<file path="config.mk">
export PLATFORM = sky130hd
export DESIGN_NAME = multich_sample_feeder
export DESIGN_NICKNAME = d
export VERILOG_FILES = /design/src/rtl/multich_sample_feeder_pkg.sv /design/src/rtl/multich_sample_feeder_sample_fifo.sv /design/src/rtl/multich_sample_feeder.sv
export SDC_FILE = /design/constraint.sdc
export NUM_CORES = 1
export LEC_CHECK = 0
export CORE_AREA = 8 8 296 298
export DETAILED_ROUTE_END_ITERATION = 10
export DIE_AREA = 0 0 304 306
export SLEW_MARGIN = 20
export SYNTH_ARGS = -nofsm -noshare
export SYNTH_HDL_FRONTEND = slang
export SYNTH_HIERARCHICAL = 1
export SYNTH_SLANG_ARGS = --single-unit
</file>
<file path="constraint.sdc">
create_clock -name clk -period 4.2 [get_ports clk]
set_clock_uncertainty 0.15 [all_clocks]
set_input_delay 0.63 -clock clk [delete_from_list [all_inputs] [get_ports clk]]
set_output_delay 0.63 -clock clk [all_outputs]
set_load 0.03 [all_outputs]
</file>
<file path="src/rtl/multich_sample_feeder_pkg.sv">
// Shared defaults for the multichannel sample feeder and its FIFO.
// Channel count, sample width and FIFO depth common with the resampler.
package multich_sample_feeder_pkg;

    localparam int MSF_NUM_CH      = 2;
    localparam int MSF_NUM_CH_LOG2 = 1;
    localparam int MSF_WIDTH       = 24;
    localparam int MSF_DEPTH_LOG2  = 4;

    function automatic int depth_of(input int log2);
        return 1 << log2;
    endfunction

endpackage

</file>
<file path="src/rtl/multich_sample_feeder_sample_fifo.sv">
// sample_fifo: synchronous FIFO, registered rdata updated only on a served pop.
// Ports: clk, rst, push/wdata, pop -> rdata, count, full, empty.
module sample_fifo
    import multich_sample_feeder_pkg::*;
#(
    parameter int WIDTH      = MSF_WIDTH,
    parameter int DEPTH_LOG2 = MSF_DEPTH_LOG2
) (
    input  logic                  clk,
    input  logic                  rst,
    input  logic                  push,
    input  logic [WIDTH-1:0]      wdata,
    input  logic                  pop,
    output logic [WIDTH-1:0]      rdata,
    output logic [DEPTH_LOG2:0]   count,
    output logic                  full,
    output logic                  empty
);

    localparam int DEPTH = depth_of(DEPTH_LOG2);
    localparam logic [DEPTH_LOG2:0] FULL_CNT =
        (DEPTH_LOG2 + 1)'(DEPTH);

    logic [WIDTH-1:0]      mem [DEPTH];
    logic [DEPTH_LOG2-1:0] wr_ptr;
    logic [DEPTH_LOG2-1:0] rd_ptr;
    logic                  push_ok;
    logic                  pop_ok;

    assign full  = (count == FULL_CNT);
    assign empty = (count == '0);

    // A full FIFO still accepts a push when a pop frees a slot at the same edge.
    assign push_ok = push && (!full || pop);
    // No bypass: a pop on an empty FIFO is never served by the concurrent push.
    assign pop_ok  = pop && !empty;

    always_ff @(posedge clk) begin
        if (push_ok) begin
            mem[wr_ptr] <= wdata;
        end
    end

    always_ff @(posedge clk) begin
        if (rst) begin
            wr_ptr <= '0;
            rd_ptr <= '0;
            count  <= '0;
            rdata  <= '0;
        end else begin
            if (push_ok) begin
                wr_ptr <= wr_ptr + 1'b1;
            end
            if (pop_ok) begin
                rdata  <= mem[rd_ptr];
                rd_ptr <= rd_ptr + 1'b1;
            end
            if (push_ok && !pop_ok) begin
                count <= count + 1'b1;
            end else if (pop_ok && !push_ok) begin
                count <= count - 1'b1;
            end
        end
    end

endmodule

</file>
<file path="src/rtl/multich_sample_feeder.sv">
// multich_sample_feeder: per-channel FIFOs answering resampler pops with a
// one-cycle ack; push_i/push_data_i in, pop_i -> ack_o/data_o, sticky flags out.
module multich_sample_feeder
    import multich_sample_feeder_pkg::*;
#(
    parameter int NUM_CH      = MSF_NUM_CH,
    parameter int NUM_CH_LOG2 = MSF_NUM_CH_LOG2,
    parameter int DEPTH_LOG2  = MSF_DEPTH_LOG2,
    parameter int WIDTH       = MSF_WIDTH
) (
    input  logic                    clk,
    input  logic                    rst,
    input  logic [NUM_CH-1:0]       push_i,
    input  logic [WIDTH*NUM_CH-1:0] push_data_i,
    output logic [NUM_CH-1:0]       full_o,
    input  logic [NUM_CH-1:0]       pop_i,
    output logic [NUM_CH-1:0]       ack_o,
    output logic [WIDTH*NUM_CH-1:0] data_o,
    output logic [NUM_CH-1:0]       underrun_o,
    output logic [NUM_CH-1:0]       overrun_o,
    input  logic                    clr_flags_i
);

    localparam logic [DEPTH_LOG2:0] FULL_CNT =
        (DEPTH_LOG2 + 1)'(depth_of(DEPTH_LOG2));

    if (NUM_CH_LOG2 < 1 || NUM_CH > (1 << NUM_CH_LOG2)) begin : g_bad_cfg
        $error("NUM_CH_LOG2 too small for NUM_CH");
    end

    for (genvar n = 0; n < NUM_CH; n++) begin : g_ch
        logic [WIDTH-1:0]    rdata;
        logic [DEPTH_LOG2:0] count;
        logic                full;
        logic                empty;
        logic                ack_q;
        logic                zero_q;
        logic                under_q;
        logic                over_q;
        logic                set_under;
        logic                set_over;

        sample_fifo #(
            .WIDTH      (WIDTH),
            .DEPTH_LOG2 (DEPTH_LOG2)
        ) u_fifo (
            .clk   (clk),
            .rst   (rst),
            .push  (push_i[n]),
            .wdata (push_data_i[WIDTH*n +: WIDTH]),
            .pop   (pop_i[n]),
            .rdata (rdata),
            .count (count),
            .full  (full),
            .empty (empty)
        );

        assign set_under = pop_i[n] && empty;
        // A push into a full FIFO is only dropped if no pop frees a slot.
        assign set_over  = push_i[n] && full && !pop_i[n];

        always_ff @(posedge clk) begin
            if (rst) begin
                ack_q   <= 1'b0;
                zero_q  <= 1'b0;
                under_q <= 1'b0;
                over_q  <= 1'b0;
            end else begin
                ack_q <= pop_i[n];
                // zero_q selects silence until the next pop re-decides it.
                if (pop_i[n]) begin
                    zero_q <= empty;
                end
                if (set_under) begin
                    under_q <= 1'b1;
                end else if (clr_flags_i) begin
                    under_q <= 1'b0;
                end
                if (set_over) begin
                    over_q <= 1'b1;
                end else if (clr_flags_i) begin
                    over_q <= 1'b0;
                end
            end
        end

        assign ack_o[n]      = ack_q;
        assign underrun_o[n] = under_q;
        assign overrun_o[n]  = over_q;
        assign full_o[n]     = (count == FULL_CNT);
        assign data_o[WIDTH*n +: WIDTH] = zero_q ? '0 : rdata;
    end

endmodule

</file>
==> run_results.csv, run 1 <==
group,metric,value,unit
yosys,synth_area,32900,um2
layout,fin_util,46.7,%
worst_setup_path,critical_path_required,4.57,ns
clock_tree,clkTransAtPathRegs,0.06,ns
sta,maxSlewViolCount,0,
global_routing,grt_pass1_wl,108000,um
worst_setup_path,cp.arrival,3.83,ns
clock_tree,cts_buffers,91,
die,std_cell_rows,106,
min_path,hp-class,"register to register",
clock_tree,clock_path_buffers,3,
sta,finalHoldViolCount,0,
die,dieArea,93000,um2
placement,placed_area,35600,um2
yosys,syn-num-nets,1649,
sta,timing.final.crit_share,82.5,%
clock_tree,post_cts_resized,0,
layout,drive_above_1_share,26.6,%
yosys,async_flop_share,0,%
sta,finalSetupViolCount,0,
min_path,hold_start,"g_ch[1].over_q",
yosys,ys_top_cells_by_count,"768 x edfxtp_1, 192 x mux4_2, 110 x nor2_1",
sta,min_period,3.47,ns
yosys,yosys-top-cells-area,"edfxtp_1 70%, mux4_2 13%, dfxtp_1 5.0%",
global_routing,grt_max_degree,97,
worst_setup_path,cpPeakStageDelay,0.78,ns
layout,area_growth,17.8,%
worst_setup_path,worstSetupPathType,"register to register",
placement,place.gp.congestion,0.742,
yosys,synth-seq-area-share,75.1,%
worst_setup_path,crit_path_start_kind,"register",
worst_setup_path,slowest_stage,"or4_1",
worst_setup_path,crit_chain,"or4_1 -> o31a_1 -> ha_1 -> inv_1 -> ha_1 -> a21o_1 -> a21oi_1 -> mux2i_1 -> mux2_2",
die,coreArea,82900,um2
worst_setup_path,critPathMostFrequentCell,"ha_1",
layout,fin_nets,1813,
worst_setup_path,cp-startpoint,"g_ch[0].u_fifo/count[0]",
yosys,synth_top_area_share,70.1,%
global_routing,grt_use_total,15.4,%
sta,max_freq,0.289,GHz
sta,worst_pin_slew,1.07,ns
yosys,synth_edf_count,768,
clock_tree,insertion_delay,0.66,ns
clock_tree,ctsRootBufferMaster,"clkbuf_16",
worst_setup_path,r2r-start,"g_ch[0].u_fifo/count[0]",
yosys,ys.flop_type,"edfxtp_1",
yosys,synth.largest_area_cell,"edfxtp_1",
route,wl_per_cell,24.8,um
yosys,synthCells,1574,
die,io_pins,111,
run_status,status,"completed",
clock_tree,tritoncts,"yes",
global_routing,grt_overflow_total,0,
power_and_ir_drop,peakVddDrop,0.000405,V
clock_tree,holdBufCountCts,0,
die,die_x,304,um
route,drt-initial-drc-count,1133,
sta,setup-tns-final,0,ns
clock_tree,htreeDepth,3,
clock_tree,cts_sinks,850,
placement,port_buffers,110,
yosys,synth.most_common_cell,"edfxtp_1",
placement,dp_hpwl,38200,um
yosys,synth_warnings,6,
worst_setup_path,crit_path_end_kind,"register",
route,totalWireLength,72100,um
route,firstDrtPassIters,7,
layout,final_cell_area,38700,um2
layout,seqCellArea,24700,um2
global_routing,antenna_found_initial,8,
layout,multiInputGateArea,7800,um2
route,drtAntennaViolNets,0,
layout,nFillCells,6811,
sta,max_slew_margin,28.9,%
yosys,synth_cell_types,37,
power_and_ir_drop,p_per_area,586,nW/um2
global_routing,grt_pass1_vias,16700,
route,vias_per_cell,5.36,
yosys,avgSynthCellArea,20.9,um2
sta,rsz0062_at_grt,"no",
die,start_util,39.7,%
route,vias,15600,
flow_run,drv_cap,0,
clock_tree,post_cts.repair.setup_buffers,0,
die,chipHeight,306,um
route,drc_errors,0,
yosys,ys_ff_latch,850,
worst_setup_path,critPathMaxFanout,9,
power_and_ir_drop,leakage,12.2,nW
-- layout make-up --
| class | instances | area share (%) |
|---|---|---|
| antenna | 7 | 0.0452 |
| clock buffer | 119 | 6.36 |
| clock inverter | 53 | 1.62 |
| inverter | 8 | 0.0775 |
| multi-input combinational | 622 | 20.1 |
| sequential | 850 | 63.8 |
| tap | 1080 | 3.49 |
| timing repair buffer | 165 | 4.44 |
-- layout by cell type, fill, tap and decap left out, types with 6 or more instances in the layout --
cell	count
bufinv_16	8
nor3_2	8
clkinv_16	6
mux2_2	50
nand2_1	10
mux4_2	192
diode_2	7
ha_1	18
a221o_1	48
clkbuf_8	6
buf_4	40
inv_1	8
nor2_1	86
buf_12	12
clkinv_2	20
nand2b_1	10
a21oi_1	12
dfxtp_1	76
mux2i_1	56
nor2_4	12
nor2_2	12
xor2_1	14
nor2b_1	50
clkinv_1	12
clkbuf_16	92
clkdlybuf4s50_1	109
clkbuf_1	21
edfxtp_1	768
-- per-stage QoR --
step	setup WS (ns)	total power, W	hold slack, ns	instances
after floorplan	0.768	0.0135	0.289	1574
after global placement	0.657	0.0149	0.311	2722
after detailed placement	0.645	0.0149	0.313	2724
after CTS	0.630	0.0230	0.330	2896
after global routing	0.598	0.0236	0.337	2898
final	0.734	0.0227	0.325	2904
-- logic make-up after synthesis --
logic type	share of synthesized area, %
AO/OA/AOI/OAI	2.31
XOR/XNOR	0.479
adder cells (fa/ha/maj)	0.807
buffers and inverters	1.67
flip-flops	75.1
multiplexers	16.6
AND/OR/NAND/NOR	3.04
-- worst max-delay path: cells and delay by family (launching register included) --
| family | cells | cell delay (ns) |
|---|---|---|
| AND/OR/NAND/NOR | 1 | 0.78 |
| AO/OA/AOI/OAI | 3 | 0.78 |
| multiplexers | 2 | 0.56 |
| adder cells (fa/ha/maj) | 2 | 0.55 |
| flip-flops | 1 | 0.36 |
| buffers and inverters | 1 | 0.16 |
-- flip-flops by register name, indices dropped and copies added, names as in the netlist, 8 cells and up --
signal	flops
g_ch.u_fifo/count	10
g_ch.u_fifo/mem	768
g_ch.u_fifo/rd_ptr	8
g_ch.u_fifo/rdata	48
g_ch.u_fifo/wr_ptr	8
-- power breakdown --
| group | switching (W) | internal (W) |
|---|---|---|
| sequential | 0.000500 | 0.00963 |
| combinational | 0.00215 | 0.00237 |
| clock | 0.00334 | 0.00469 |
-- path summary, 6_finish.rpt --
check / slack (ns) / cells past startpoint / to
hold reg to reg: 0.32 / 2 / g_ch[1].over_q
setup reg to reg: 0.73 / 9 / g_ch[0].u_fifo/count[4]
setup / recovery: 0.73 / 9 / g_ch[0].u_fifo/count[4]
hold / removal: 0.32 / 2 / g_ch[1].over_q
-- per-layer routing --
layer / wire (um) / vias up / GRT usage, %
met4: 1620 / 4 / 4.36
met2: 36200 / 400 / 26.5
li1: - / 6782 / -
met3: 4090 / 108 / 3.09
met5: 24 / - / 0
met1: 30200 / 8262 / 19.8
No activity file was read; power rests on OpenSTA's default activity.
==> inputs of run 2 (changes only) <==
==> constraint.sdc (replaced) <==
create_clock -name clk -period 2.85 [get_ports clk]
set_clock_uncertainty 0.15 [all_clocks]
set_input_delay 0.4275 -clock clk [delete_from_list [all_inputs] [get_ports clk]]
set_output_delay 0.4275 -clock clk [all_outputs]
set_load 0.03 [all_outputs]
==> run 2 against run 1 <==
Effect of this change:
- global-route usage is 0.16 points higher
- die area stayed put
- utilization is 0.95 points higher
- sequential cell count stayed put
- sequential power is 45% higher
- count of clock-buffer cells in the layout is 3 lower
- maximum frequency is 24% higher
- register-to-register slack worse by 0.68 ns
- cell count is 1.4% higher
- cell area is 2.0% higher
- critical path type unchanged
- critical endpoint is now g_ch[1].u_fifo/count[4]
- largest cell class unchanged
==> run_results.csv, run 2 (synthesis gave the netlist of run 1 again) <==
group,metric,value,unit
worst_setup_path,critPathMaxFanout,3,
worst_setup_path,cp.arrival,3.15,ns
global_routing,grt_pass1_vias,17100,
die,coreArea,82900,um2
global_routing,grt_overflow_total,0,
route,vias,15800,
placement,port_buffers,110,
power_and_ir_drop,p_per_area,859,nW/um2
route,drc_errors,0,
die,std_cell_rows,106,
layout,reg.largest.list,"g_ch.u_fifo/mem: 768 flops, g_ch.u_fifo/rdata: 48 flops, g_ch.u_fifo/count: 10 flops",
layout,final_cell_area,39500,um2
sta,timing.final.crit_share,98.2,%
die,start_util,39.7,%
power_and_ir_drop,leakage,12.7,nW
sta,fin_hold_ws,0.0866,ns
layout,final_cells,2945,
layout,largest_reg_flops,768,
worst_setup_path,r2r-end,"g_ch[1].u_fifo/count[4]",
layout,most-common-layout-cells,"768 x edfxtp_1, 192 x mux4_2, 91 x clkbuf_16, 89 x clkdlybuf4s50_1, 86 x nor2_1",
clock_tree,ctsRootBufferMaster,"clkbuf_16",
clock_tree,clkTransAtPathRegs,0.06,ns
route,wl_per_cell,24.7,um
worst_setup_path,critical_path_required,3.20,ns
sta,rsz0062_at_grt,"yes",
flow_run,drv_cap,0,
worst_setup_path,reg2reg_depth,9,
sta,max_freq,0.357,GHz
layout,area_growth,20.2,%
die,io_pins,111,
route,totalWireLength,72600,um
run_status,status,"completed",
worst_setup_path,r2r-start,"g_ch[1].u_fifo/count[1]",
worst_setup_path,crit_path_start_kind,"register",
sta,maxSlewViolCount,0,
global_routing,grt_pass1_wl,109000,um
layout,nFillCells,6713,
die,chipHeight,306,um
placement,placed_area,36400,um2
sta,max_slew_margin,58.9,%
sta,worst_pin_slew,0.614,ns
clock_tree,clock_path_buffers,3,
clock_tree,tritoncts,"yes",
clock_tree,insertion_delay,0.64,ns
clock_tree,cts_buffers,90,
clock_tree,htreeDepth,3,
layout,regMostFlops,"g_ch.u_fifo/mem",
layout,final_common_cell,"edfxtp_1",
placement,dp_hpwl,40100,um
global_routing,antenna_found_initial,9,
placement,dp_cells,2768,
placement,place.gp.congestion,0.740,
clock_tree,cts_sinks,850,
worst_setup_path,endpoint,"g_ch[1].u_fifo/count[4]",
clock_tree,post_cts.repair.setup_buffers,0,
sta,finalHoldViolCount,0,
route,firstDrtPassIters,7,
route,drt-initial-drc-count,1133,
worst_setup_path,crit_path_end_kind,"register",
sta,min_period,2.80,ns
power_and_ir_drop,peakVddDrop,0.000649,V
route,drtAntennaViolNets,0,
die,dieArea,93000,um2
global_routing,grt_use_total,15.5,%
sta,finalSetupViolCount,0,
route,vias_per_cell,5.36,
die,die_x,304,um
worst_setup_path,r2r_slack,0.05,ns
layout,drive_above_1_share,28.9,%
clock_tree,holdBufCountCts,0,
min_path,hp-class,"input port to register",
global_routing,grt_max_degree,69,
worst_setup_path,cp-startpoint,"g_ch[1].u_fifo/count[1]",
worst_setup_path,worstSetupPathType,"register to register",
layout,fin_nets,1855,
power_and_ir_drop,power,0.0339,W
==> run 2: cell count changes in the layout (fill, tap and decap cells not counted), moves of 3 or more <==
cell | before | now
clkinv_1 | 12 | 16
clkdlybuf4s50_1 | 109 | 89
buf_12 | 12 | 44
dlymetal6s2s_1 | 0 | 13
nor2_4 | 12 | 8
buf_4 | 40 | 54
ha_4 | 0 | 5
nor3_2 | 8 | 0
clkinv_2 | 20 | 16
nor2_2 | 12 | 16
nor3_4 | 0 | 8
ha_1 | 18 | 13
dlygate4sd2_1 | 0 | 7
buf_16 | 3 | 0
==> run 2: critical path, stage by stage, from the launching register on <==
cell	delay, ns
dfxtp_2	0.32
or4_4	0.56
o21ai_4	0.19
ha_4	0.17
inv_4	0.05
fa_2	0.36
a21o_1	0.18
a21oi_2	0.13
mux2i_1	0.23
mux2_2	0.35
==> run 2: cell type report <==
type                       instances  area [um2]  share of cell area, %
sequential                       850       24700                   62.6
multi-input combinational        622        7920                   20.0
clock buffer                     116        2430                   6.15
timing repair buffer             208        2410                   6.09
tap                             1080        1350                   3.42
clock inverter                    53         631                   1.60
inverter                           8        35.0                 0.0887
antenna                            8        20.0                 0.0507
==> run 2: where the power goes <==
group | internal (W) | switching (W) | total [W]
logic | 0.00385 | 0.00362 | 0.00747
clock network | 0.00700 | 0.00485 | 0.0119
registers | 0.0142 | 0.000424 | 0.0146
==> run 2: worst min-delay path by stage <==
stage,start,end,slack (ns),cells past startpoint
CTS,rst,g_ch[0].u_fifo/count[0],0.04,2
global route,rst,g_ch[1].u_fifo/rd_ptr[0],0.1,2
global placement,g_ch[1].u_fifo/rdata[9],g_ch[1].u_fifo/rdata[9],0.31,1
floorplan,g_ch[0].over_q,g_ch[0].over_q,0.29,2
detailed placement,g_ch[0].u_fifo/rdata[21],g_ch[0].u_fifo/rdata[21],0.31,1
finish,rst,g_ch[0].u_fifo/count[2],0.09,2
==> run 2: per-layer routing <==
| layer | wire, um | global-route usage [%] | vias to the layer above |
|---|---|---|---|
| met5 | 13 | 0 | - |
| met4 | 1760 | 4.81 | 2 |
| met3 | 4040 | 3.60 | 119 |
| met2 | 36800 | 27.0 | 375 |
| met1 | 30000 | 19.3 | 8409 |
| li1 | - | - | 6871 |
==> run 2: stage by stage <==
step                      util [%]  setup slack (ns)  setup TNS, ns
after global routing          47.7           -0.0390        -0.0404
after CTS                     47.6           0.00158              0
after detailed placement      43.9           -0.0860        -0.0860
final                         47.7            0.0524              0
after floorplan                  -            -0.117         -0.174
after global placement        43.9           -0.0522        -0.0522
==> run 2: what timing repair did <==
item,4_1_cts,5_1_grt
pin swaps,0,7
setup endpoints to repair,8,15
gates resized for setup,10,17
